$ cat src/rtl/vm_pkg.sv
// Shared vending-machine definitions.
//  - state_t : front-end FSM encoding (IDLE / COLLECT / DONE)
//  - MONEY_W : width of every money quantity; output_handler uses it too
//  - DEF_*   : default coin credits, item prices and the credit ceiling
package vm_pkg;

  localparam int MONEY_W = 8;

  typedef enum logic [1:0] {
    IDLE    = 2'd0,
    COLLECT = 2'd1,
    DONE    = 2'd2
  } state_t;

  localparam logic [MONEY_W-1:0] DEF_COIN0_VAL = 8'd5;
  localparam logic [MONEY_W-1:0] DEF_COIN1_VAL = 8'd10;
  localparam logic [MONEY_W-1:0] DEF_COIN2_VAL = 8'd20;
  localparam logic [MONEY_W-1:0] DEF_COIN3_VAL = 8'd50;

  localparam logic [MONEY_W-1:0] DEF_PRICE0 = 8'd15;
  localparam logic [MONEY_W-1:0] DEF_PRICE1 = 8'd25;
  localparam logic [MONEY_W-1:0] DEF_PRICE2 = 8'd30;
  localparam logic [MONEY_W-1:0] DEF_PRICE3 = 8'd45;

  localparam logic [MONEY_W-1:0] DEF_MAX_SUM = 8'd255;

endpackage

$ cat src/rtl/coin_accumulator.sv
// Coin credit adder (purely combinational).
// Ports:
//  sum       in  current accumulated credit
//  coin_type in  coin denomination code
//  next_sum  out sum + coin credit (low MONEY_W bits; valid when !overflow)
//  overflow  out the coin would take the credit above MAX_SUM
module coin_accumulator
  import vm_pkg::*;
#(
  parameter logic [MONEY_W-1:0] COIN0_VAL = DEF_COIN0_VAL,
  parameter logic [MONEY_W-1:0] COIN1_VAL = DEF_COIN1_VAL,
  parameter logic [MONEY_W-1:0] COIN2_VAL = DEF_COIN2_VAL,
  parameter logic [MONEY_W-1:0] COIN3_VAL = DEF_COIN3_VAL,
  parameter logic [MONEY_W-1:0] MAX_SUM   = DEF_MAX_SUM
) (
  input  logic [MONEY_W-1:0] sum,
  input  logic [1:0]         coin_type,
  output logic [MONEY_W-1:0] next_sum,
  output logic               overflow
);

  logic [MONEY_W-1:0] coin_val;
  logic [MONEY_W:0]   wide_sum;

  always_comb begin
    coin_val = COIN0_VAL;
    case (coin_type)
      2'b00:   coin_val = COIN0_VAL;
      2'b01:   coin_val = COIN1_VAL;
      2'b10:   coin_val = COIN2_VAL;
      default: coin_val = COIN3_VAL;
    endcase
  end

  // One extra bit so a wrap past 255 is still seen as too large.
  assign wide_sum = {1'b0, sum} + {1'b0, coin_val};
  assign overflow = (wide_sum > {1'b0, MAX_SUM});
  assign next_sum = wide_sum[MONEY_W-1:0];

endmodule

$ cat src/rtl/coin_select_handler.sv
// Vending-machine front end: collects coins, checks a selection against its
// price, handles cancel/refund and produces the transaction bundle.
// Ports:
//  clk, rst_n    clock (rising edge), asynchronous active-low reset
//  coin_valid    coin strobe, coin_type its denomination
//  sel_valid     item-button strobe, sel_item the item index
//  cancel        refund request strobe
//  end_trans     one-cycle bundle-valid pulse (refund qualifies it)
//  sum_money     accumulated credit, price / item_select latched selection
//  coin_reject   coin returned pulse, insufficient selection refused pulse
module coin_select_handler
  import vm_pkg::*;
#(
  parameter logic [MONEY_W-1:0] COIN0_VAL = DEF_COIN0_VAL,
  parameter logic [MONEY_W-1:0] COIN1_VAL = DEF_COIN1_VAL,
  parameter logic [MONEY_W-1:0] COIN2_VAL = DEF_COIN2_VAL,
  parameter logic [MONEY_W-1:0] COIN3_VAL = DEF_COIN3_VAL,
  parameter logic [MONEY_W-1:0] PRICE0    = DEF_PRICE0,
  parameter logic [MONEY_W-1:0] PRICE1    = DEF_PRICE1,
  parameter logic [MONEY_W-1:0] PRICE2    = DEF_PRICE2,
  parameter logic [MONEY_W-1:0] PRICE3    = DEF_PRICE3,
  parameter logic [MONEY_W-1:0] MAX_SUM   = DEF_MAX_SUM
) (
  input  logic               clk,
  input  logic               rst_n,
  input  logic               coin_valid,
  input  logic [1:0]         coin_type,
  input  logic               sel_valid,
  input  logic [1:0]         sel_item,
  input  logic               cancel,
  output logic               end_trans,
  output logic               refund,
  output logic [MONEY_W-1:0] sum_money,
  output logic [MONEY_W-1:0] price,
  output logic [1:0]         item_select,
  output logic               coin_reject,
  output logic               insufficient
);

  state_t             state, state_next;
  logic [MONEY_W-1:0] sum_next, price_next, eff_sum, sel_price;
  logic [1:0]         item_next;
  logic               end_next, refund_next, reject_next, insuff_next;
  logic [MONEY_W-1:0] acc_sum;
  logic               acc_overflow;

  coin_accumulator #(
    .COIN0_VAL (COIN0_VAL),
    .COIN1_VAL (COIN1_VAL),
    .COIN2_VAL (COIN2_VAL),
    .COIN3_VAL (COIN3_VAL),
    .MAX_SUM   (MAX_SUM)
  ) u_acc (
    .sum       (sum_money),
    .coin_type (coin_type),
    .next_sum  (acc_sum),
    .overflow  (acc_overflow)
  );

  always_comb begin
    sel_price = PRICE0;
    case (sel_item)
      2'b00:   sel_price = PRICE0;
      2'b01:   sel_price = PRICE1;
      2'b10:   sel_price = PRICE2;
      default: sel_price = PRICE3;
    endcase
  end

  always_ff @(posedge clk or negedge rst_n) begin
    if (!rst_n) begin
      state        <= IDLE;
      sum_money    <= '0;
      price        <= '0;
      item_select  <= 2'b00;
      end_trans    <= 1'b0;
      refund       <= 1'b0;
      coin_reject  <= 1'b0;
      insufficient <= 1'b0;
    end else begin
      state        <= state_next;
      sum_money    <= sum_next;
      price        <= price_next;
      item_select  <= item_next;
      end_trans    <= end_next;
      refund       <= refund_next;
      coin_reject  <= reject_next;
      insufficient <= insuff_next;
    end
  end

  always_comb begin
    state_next  = state;
    sum_next    = sum_money;
    price_next  = price;
    item_next   = item_select;
    end_next    = 1'b0;
    refund_next = 1'b0;
    reject_next = 1'b0;
    insuff_next = 1'b0;
    eff_sum     = sum_money;

    case (state)
      IDLE, COLLECT: begin
        if (cancel && state == COLLECT) begin
          // Refund: bundle carries the whole credit as change, any
          // simultaneous coin goes straight back.
          price_next  = '0;
          refund_next = 1'b1;
          end_next    = 1'b1;
          reject_next = coin_valid;
          state_next  = DONE;
        end else begin
          if (coin_valid) begin
            if (acc_overflow) begin
              reject_next = 1'b1;
            end else begin
              sum_next   = acc_sum;
              eff_sum    = acc_sum;
              state_next = COLLECT;
            end
          end
          // Price check sees the credit including a same-cycle coin.
          if (sel_valid && state == COLLECT) begin
            if (eff_sum >= sel_price) begin
              item_next  = sel_item;
              price_next = sel_price;
              end_next   = 1'b1;
              state_next = DONE;
            end else begin
              insuff_next = 1'b1;
            end
          end
        end
      end
      DONE: begin
        // Bundle has been presented; close the transaction.
        sum_next    = '0;
        price_next  = '0;
        reject_next = coin_valid;
        state_next  = IDLE;
      end
      default: begin
        sum_next   = '0;
        price_next = '0;
        state_next = IDLE;
      end
    endcase
  end

endmodule

$ cat config.mk
export PLATFORM = sky130hd
export DESIGN_NAME = coin_select_handler
export DESIGN_NICKNAME = d
export VERILOG_FILES = /design/src/rtl/vm_pkg.sv /design/src/rtl/coin_accumulator.sv /design/src/rtl/coin_select_handler.sv
export SDC_FILE = /design/constraint.sdc
export NUM_CORES = 1
export LEC_CHECK = 0
export ABC_AREA = 0
export BUFFER_PORTS_ARGS = -buffer_cell sky130_fd_sc_hd__buf_2
export CORE_AREA = 8 8 69 71
export CTS_BUF_LIST = sky130_fd_sc_hd__clkbuf_2 sky130_fd_sc_hd__clkbuf_4 sky130_fd_sc_hd__clkbuf_8
export DETAILED_ROUTE_END_ITERATION = 8
export DIE_AREA = 0 0 77 79
export PLACE_DENSITY = 0.68
export SLEW_MARGIN = 20
export SYNTH_ARGS = -nofsm -noshare
export SYNTH_HDL_FRONTEND = slang
export SYNTH_SLANG_ARGS = --single-unit
$ cat constraint.sdc
create_clock -name clk -period 3.4 [get_ports clk]
set_input_delay 0.68 -clock clk [delete_from_list [all_inputs] [get_ports clk]]
set_output_delay 0.68 -clock clk [all_outputs]
set_load 0.005 [all_outputs]
* Word level (Yosys, flattened, before mapping)
Index checks and enable logic that the tools add are counted.
** Storage, ports and cells
- Input port bits :: 9
- Register bits :: 24
- Output and inout bits :: 22
** Operators by class
- Muxes and demuxes :: 31
- Bitwise gates (word level) :: 1
- Magnitude comparators :: 2
- Eq/ne operators :: 9
- $add $sub $neg :: 1
- Reduce and logical (&&, ||, !) cells :: 8
** Operators by type and width (count)
- two-way mux 8 bit :: 9
- case mux 6 bit (3 select lines) :: 2
- two-way mux 1 bit :: 13
- two-way mux 2 bit :: 6
- adder 8 x 6 -> 9 bit :: 1
- greater-than comparator 9 x 8 -> 1 bit (second input constant) :: 1
- greater-or-equal comparator 8 bit :: 1
- equality test 2 x 1 -> 1 bit (second input constant) :: 3
- equality test 2 bit (second input constant) :: 3
- zero test 2 bit :: 3
- != test 3 bit (second input constant) :: 2
- AND reduction 4 bit :: 1
- logical AND 1 bit :: 2
- != test 2 bit (second input constant) :: 1
- case mux 1 bit (2 select lines) :: 1
- AND reduction 2 bit :: 1
- OR reduction 2 bit :: 1
- NOT 1 bit :: 1

* Depth between registers and ports, before layout
- Depth in word-level cells :: 13
- Gate-level depth with buffers :: 16
- Gate-level depth less buffers :: 16

* Modules after synthesis
Synthesis repeated with hierarchy kept, for this count alone.
** Unflattened totals
- Cells, all modules :: 159
- Area, all modules :: 1564.0 um2
** By module, submodules not included
- coin_select_handler :: area each 1228.7 um2, seq. area each 550.5 um2, instances 1, cells each 111
- coin_accumulator :: area each 335.3 um2, seq. area each 0.0 um2, instances 1, cells each 48

* Worst setup path before layout
No wires, ideal clock.
- Path type :: input port to flip-flop
- From :: in coin_type[0]
- To :: reg item_select[0]
- Path buffers :: 1
- Stages :: 15
- Library setup time :: 125 ps
- Slack :: -550 ps
- Arrival :: 3825 ps
- Path through :: nor2_1 > ha_1 > inv_1 > fa_1 > nand2b_1 > a21o_1 > a31o_1 > buf_6 > mux2_2 > ha_1 > a21o_1 > nor2_1 > mux2i_1 > o31ai_4 > mux2_4
** On the way
- Word-level cells in the longest chain between the ends :: 10
- Elaborated cells between the ends (all ways) :: 12
- Those cells by class :: add/sub (1); order compare (2); eq/ne (2); mux (5); reduce/logical (2)
** Ends and longest elaborated chain
- start: declaration :: line coin_select_handler.sv:27 : input logic [1:0] coin_type,
- equality test 2 bit (tied with other cells) :: line coin_accumulator.sv:27 : case (coin_type)
- case mux 6 bit (3 select lines) * :: line coin_accumulator.sv:27
- adder 8 x 6 -> 9 bit * :: line coin_accumulator.sv:36 : assign wide_sum = {1'b0, sum} + {1'b0, coin_val};
- greater-than comparator 9 x 8 -> 1 bit :: line coin_accumulator.sv:37 : assign overflow = (wide_sum > {1'b0, MAX_SUM});
- two-way mux 8 bit *
- two-way mux 8 bit * :: line coin_select_handler.sv:114 : if (coin_valid) begin
- two-way mux 8 bit * :: line coin_select_handler.sv:105 : if (cancel && state == COLLECT) begin
- two-way mux 8 bit * :: line coin_select_handler.sv:103 : case (state)
- greater-or-equal comparator 8 bit * :: line coin_select_handler.sv:125 : if (eff_sum >= sel_price) begin
- AND reduction 4 bit (no line) *
- end signal: assignment :: line coin_select_handler.sv:84 : item_select <= item_next;
- end: declaration :: line coin_select_handler.sv:35 : output logic [1:0] item_select,
Mark *: on every way between the ends. The rest lies on a longest branch, timed or not. The select of a mux whose other input is x is not followed.
A chain may end at the register's enable or synchronous reset.

* Worst setup path in the final report
- From :: in coin_type[1]
- To :: reg item_select[1]
The elaborated chain is that of the path after synthesis.

==> summary.txt <==
Run status
  – Outcome: finished with violations
  – Failing checks: negative setup slack

Synth
  – Multiplexer area fraction after synthesis: 7.239%
  – Ys Warns: 0
  – Yosys reg bits: 22
  – Post-synthesis sequential area ratio: 35.00%
  – Post-Synthesis Cells: 162
  – Mapped Avg Cell Area: 9.708 µm²
  – Largest family of logic cells by synthesized area: compound AO/OA/AOI/OAI gates
  – Synthesized-area fraction occupied by adder cells: 14.00%
  – Post-Synth XOR/XNOR Area: 2.228%
  – Compound-Gate Fraction of Synth Area: 20.29%
  – Post-synthesis simple-gate area fraction: 15.51%
  – Count of cell types in the netlist: 37
  – Mapped Area: 1573 µm²

STA
  – Final Skew: 0.007157 ns
  – Setup TNS: -0.5285 ns
  – Final Worst Setup Slack: -0.08418 ns
  – RSZ-0062 raised after global routing: yes
  – Slew Limit Headroom: 66.29%
  – Max Fclk: 287.0 MHz
  – Slew Limit Fails: 0
  – Post-layout minimum cycle time: 3.484 ns
  – Final Hold Viols: 0
  – Final setup fails: 11
  – Final Cycle Share: 102.5%
  – WHS: 0.3648 ns
  – Worst-Margin Slew: 0.5056 ns

Final layout
  – Commonest non-fill, non-tap cell in the layout: buf_4
  – Fillcell total: 354
  – Post-route cell area: 2163 µm²
  – # diodes: 0
  – Final nets: 245
  – Most frequent cells in the layout: buf_4 (29), buf_2 (26), dfrtp_1 (22)
  – Layout cell share with drive strength beyond 1: 38.53%
  – Synth-to-Final Area Change: 37.55%

Global routing
  – Total global-route track usage: 13.32%
  – Initial antenna violation count: 0
  – Met3 GRT Util: 3.386%
  – Global route overflow: 0
  – Met1 Use GR: 15.44%
  – Gr busiest metal: met2
  – Vias in the first global route: 1445
  – Global-route wire length before repair: 6.706 mm
  – Met2 Use GR: 23.45%
  – Largest net degree at the start of global routing: 23

Worst setup path
  – Top cell family by delay on the critical path: compound AO/OA/AOI/OAI gates
  – Endpoint class of the critical path: flop
  – Worst Setup Path Type: in2reg
  – Critical path launch point type: input pin
  – Crit-path cells: buf_8, nor2_4, ha_4, inv_2, fa_2, nand2b_4, a21o_1, a31o_4, mux2_4, ha_4, a21o_1, nor2_2, mux2i_4, o31ai_4, mux2_4
  – Buf+Inv Stages, Crit Path: 2
  – Arr. time, crit path: 3.64 ns
  – Critical Path RT: 3.55 ns
  – Crit-path max FO: 6
  – Worst path max stage delay: 0.34 ns
  – Slowest-stage cell, CP: fa_2

Pwr
  – Internal Power: 1.061 mW
  – Flop pwr share: 25.6%
  – Sw power: 0.6961 mW
  – Max VDD drop: 0.3520 mV
  – Leak: 1.084 nW
  – Overall Power: 1.758 mW
  – Combinational power share: 60.1%
  – Clock Power Share: 14.3%
  – Switching Share: 39.61%
  – Pwr dens: 812.4 nW/µm²

Clocking
  – Clock tree buffer depth: 2
  – Worst skew pair latency: 0.27 ns
  – H-tree Lvls: 1
  – CTS buffer count: 3
  – Clock transition at path regs: 0.09 ns
  – Root Buffer: clkbuf_8
  – Sink Count: 22
  – TritonCTS clock tree: yes

Placed design
  – Post-DP HPWL: 3.077 mm
  – Port Buffer Count: 28
  – Post-Place Cell Area: 1983 µm²
  – GPL Wtd Cong: 0.8513

Die
  – I/O pins: 31
  – Starting density of the core: 41.40%
  – Die Wd: 77 µm
  – Core area: 3799 µm²
  – Chip height: 79 µm
  – Die area: 6083 µm²
  – FP Rows: 23

Drt
  – Starting DRC count in detailed routing: 41
  – Total wire length: 3.989 mm
  – Avg WL per Cell: 14.88 µm
  – Drc violations: 0
  – Final ANT Viol Nets: 0
  – Via Count: 1351
  – Via density: 5.041
  – TritonRoute pass-1 iters: 5

Flow run
  – Maxcap violations: 0

Hold path
  – Hold Path Class: in2async
stage by stage:
stage	worst slack (ns)	cells	utilization [%]
after floorplan	-0.3206	163	-
after global placement	-0.4195	260	52.21
after detailed placement	-0.4981	260	52.21
after CTS	-0.05971	267	56.09
after global routing	-0.1670	268	56.95
final	-0.08418	268	56.95
repair_timing:
item / CTS / global route
pin swaps: 10 / 2
endpoints found under the setup margin: 11 / 12
hold buffers: 0 / 0
buffers inserted: 3 / 1
resized for setup: 13 / 3
power by group through the flow:
stage | logic [mW] | registers, mW | clock network, mW
floorplan | 0.606 | 0.437 | 0
global placement | 0.922 | 0.456 | 0
detailed placement | 0.937 | 0.454 | 0
CTS | 1.02 | 0.450 | 0.254
global route | 1.17 | 0.467 | 0.264
finish | 1.06 | 0.450 | 0.251
final timing paths:
path	start	endpoint	slack, ns	cells after the start
max in group asynchronous	rst_n	sum_money[2]	2.68	1
min reg2reg	item_select[1]	item_select[1]	0.53	1
max	coin_type[1]	item_select[1]	-0.08	15
min	rst_n	refund	0.36	1
min in group clk	item_select[1]	item_select[1]	0.53	1
max reg2reg	sum_money[0]	item_select[1]	0.11	13
registers in the layout, indices dropped and copies added, names as in the netlist:
signal        count
coin_reject       1
end_trans         1
sum_money         8
insufficient      1
price             6
state             2
refund            1
item_select       2
Yosys cell counts:
cell type / number / area (µm²)
o31ai_4: 2 / 42.54
o211a_1: 1 / 10.01
buf_6: 1 / 11.26
ha_1: 16 / 200.2
nand2b_1: 5 / 31.28
a21o_1: 4 / 30.03
fa_1: 1 / 20.02
o21a_1: 2 / 15.01
a21oi_1: 10 / 50.05
o2111ai_1: 1 / 8.760
mux2_4: 2 / 30.03
xor2_1: 1 / 8.760
nand2_1: 12 / 45.04
dfrtp_1: 22 / 550.5
o211ai_1: 2 / 15.01
mux2i_1: 5 / 50.05
nor4b_1: 2 / 17.52
a311oi_1: 1 / 8.760
nor2_1: 16 / 60.06
a211oi_1: 3 / 22.52
a31o_1: 1 / 8.760
xnor2_1: 3 / 26.28
a21boi_0: 2 / 15.01
inv_1: 12 / 45.04
conb_1: 1 / 3.750
nor3_1: 1 / 5.000
buf_4: 2 / 15.01
nor3b_1: 1 / 7.510
o21ai_0: 3 / 15.01
nand4b_1: 1 / 8.760
nand3_1: 5 / 25.02
mux2_2: 3 / 33.78
o2bb2ai_1: 5 / 43.79
and2_1: 7 / 43.79
clkbuf_1: 4 / 15.01
a2111oi_4: 1 / 27.53
a31oi_1: 1 / 6.260
layer usage:
metal,wire (µm),part of all wire [%],up-vias
met5,0,0,-
met4,28,0.70,0
met3,187,4.7,4
met2,2021,51,23
met1,1751,44,649
li1,-,-,675
logic make-up after synthesis:
| group | after synthesis |
|---|---|
| muxes | 10 |
| other | 1 |
| DFF | 22 |
| buffers and inverters | 19 |
| AOI/OAI and AO/OA | 39 |
| xor gates and xnor gates | 4 |
| and+or+nand+nor | 50 |
| adders and majority gates | 17 |
cell type report:
class,count,area [µm²],share of cell area [%]
Sequential cell,22,550.5,25.45
Timing Repair Buffer,58,385.4,17.81
Multi-Input combinational cell,122,1049,48.47
Tap cell,50,62.56,2.892
Clock buffer,3,41.29,1.909
Inverter,12,45.04,2.082
Clock inverter,1,30.03,1.388
No activity file was read; power rests on OpenSTA's default activity.
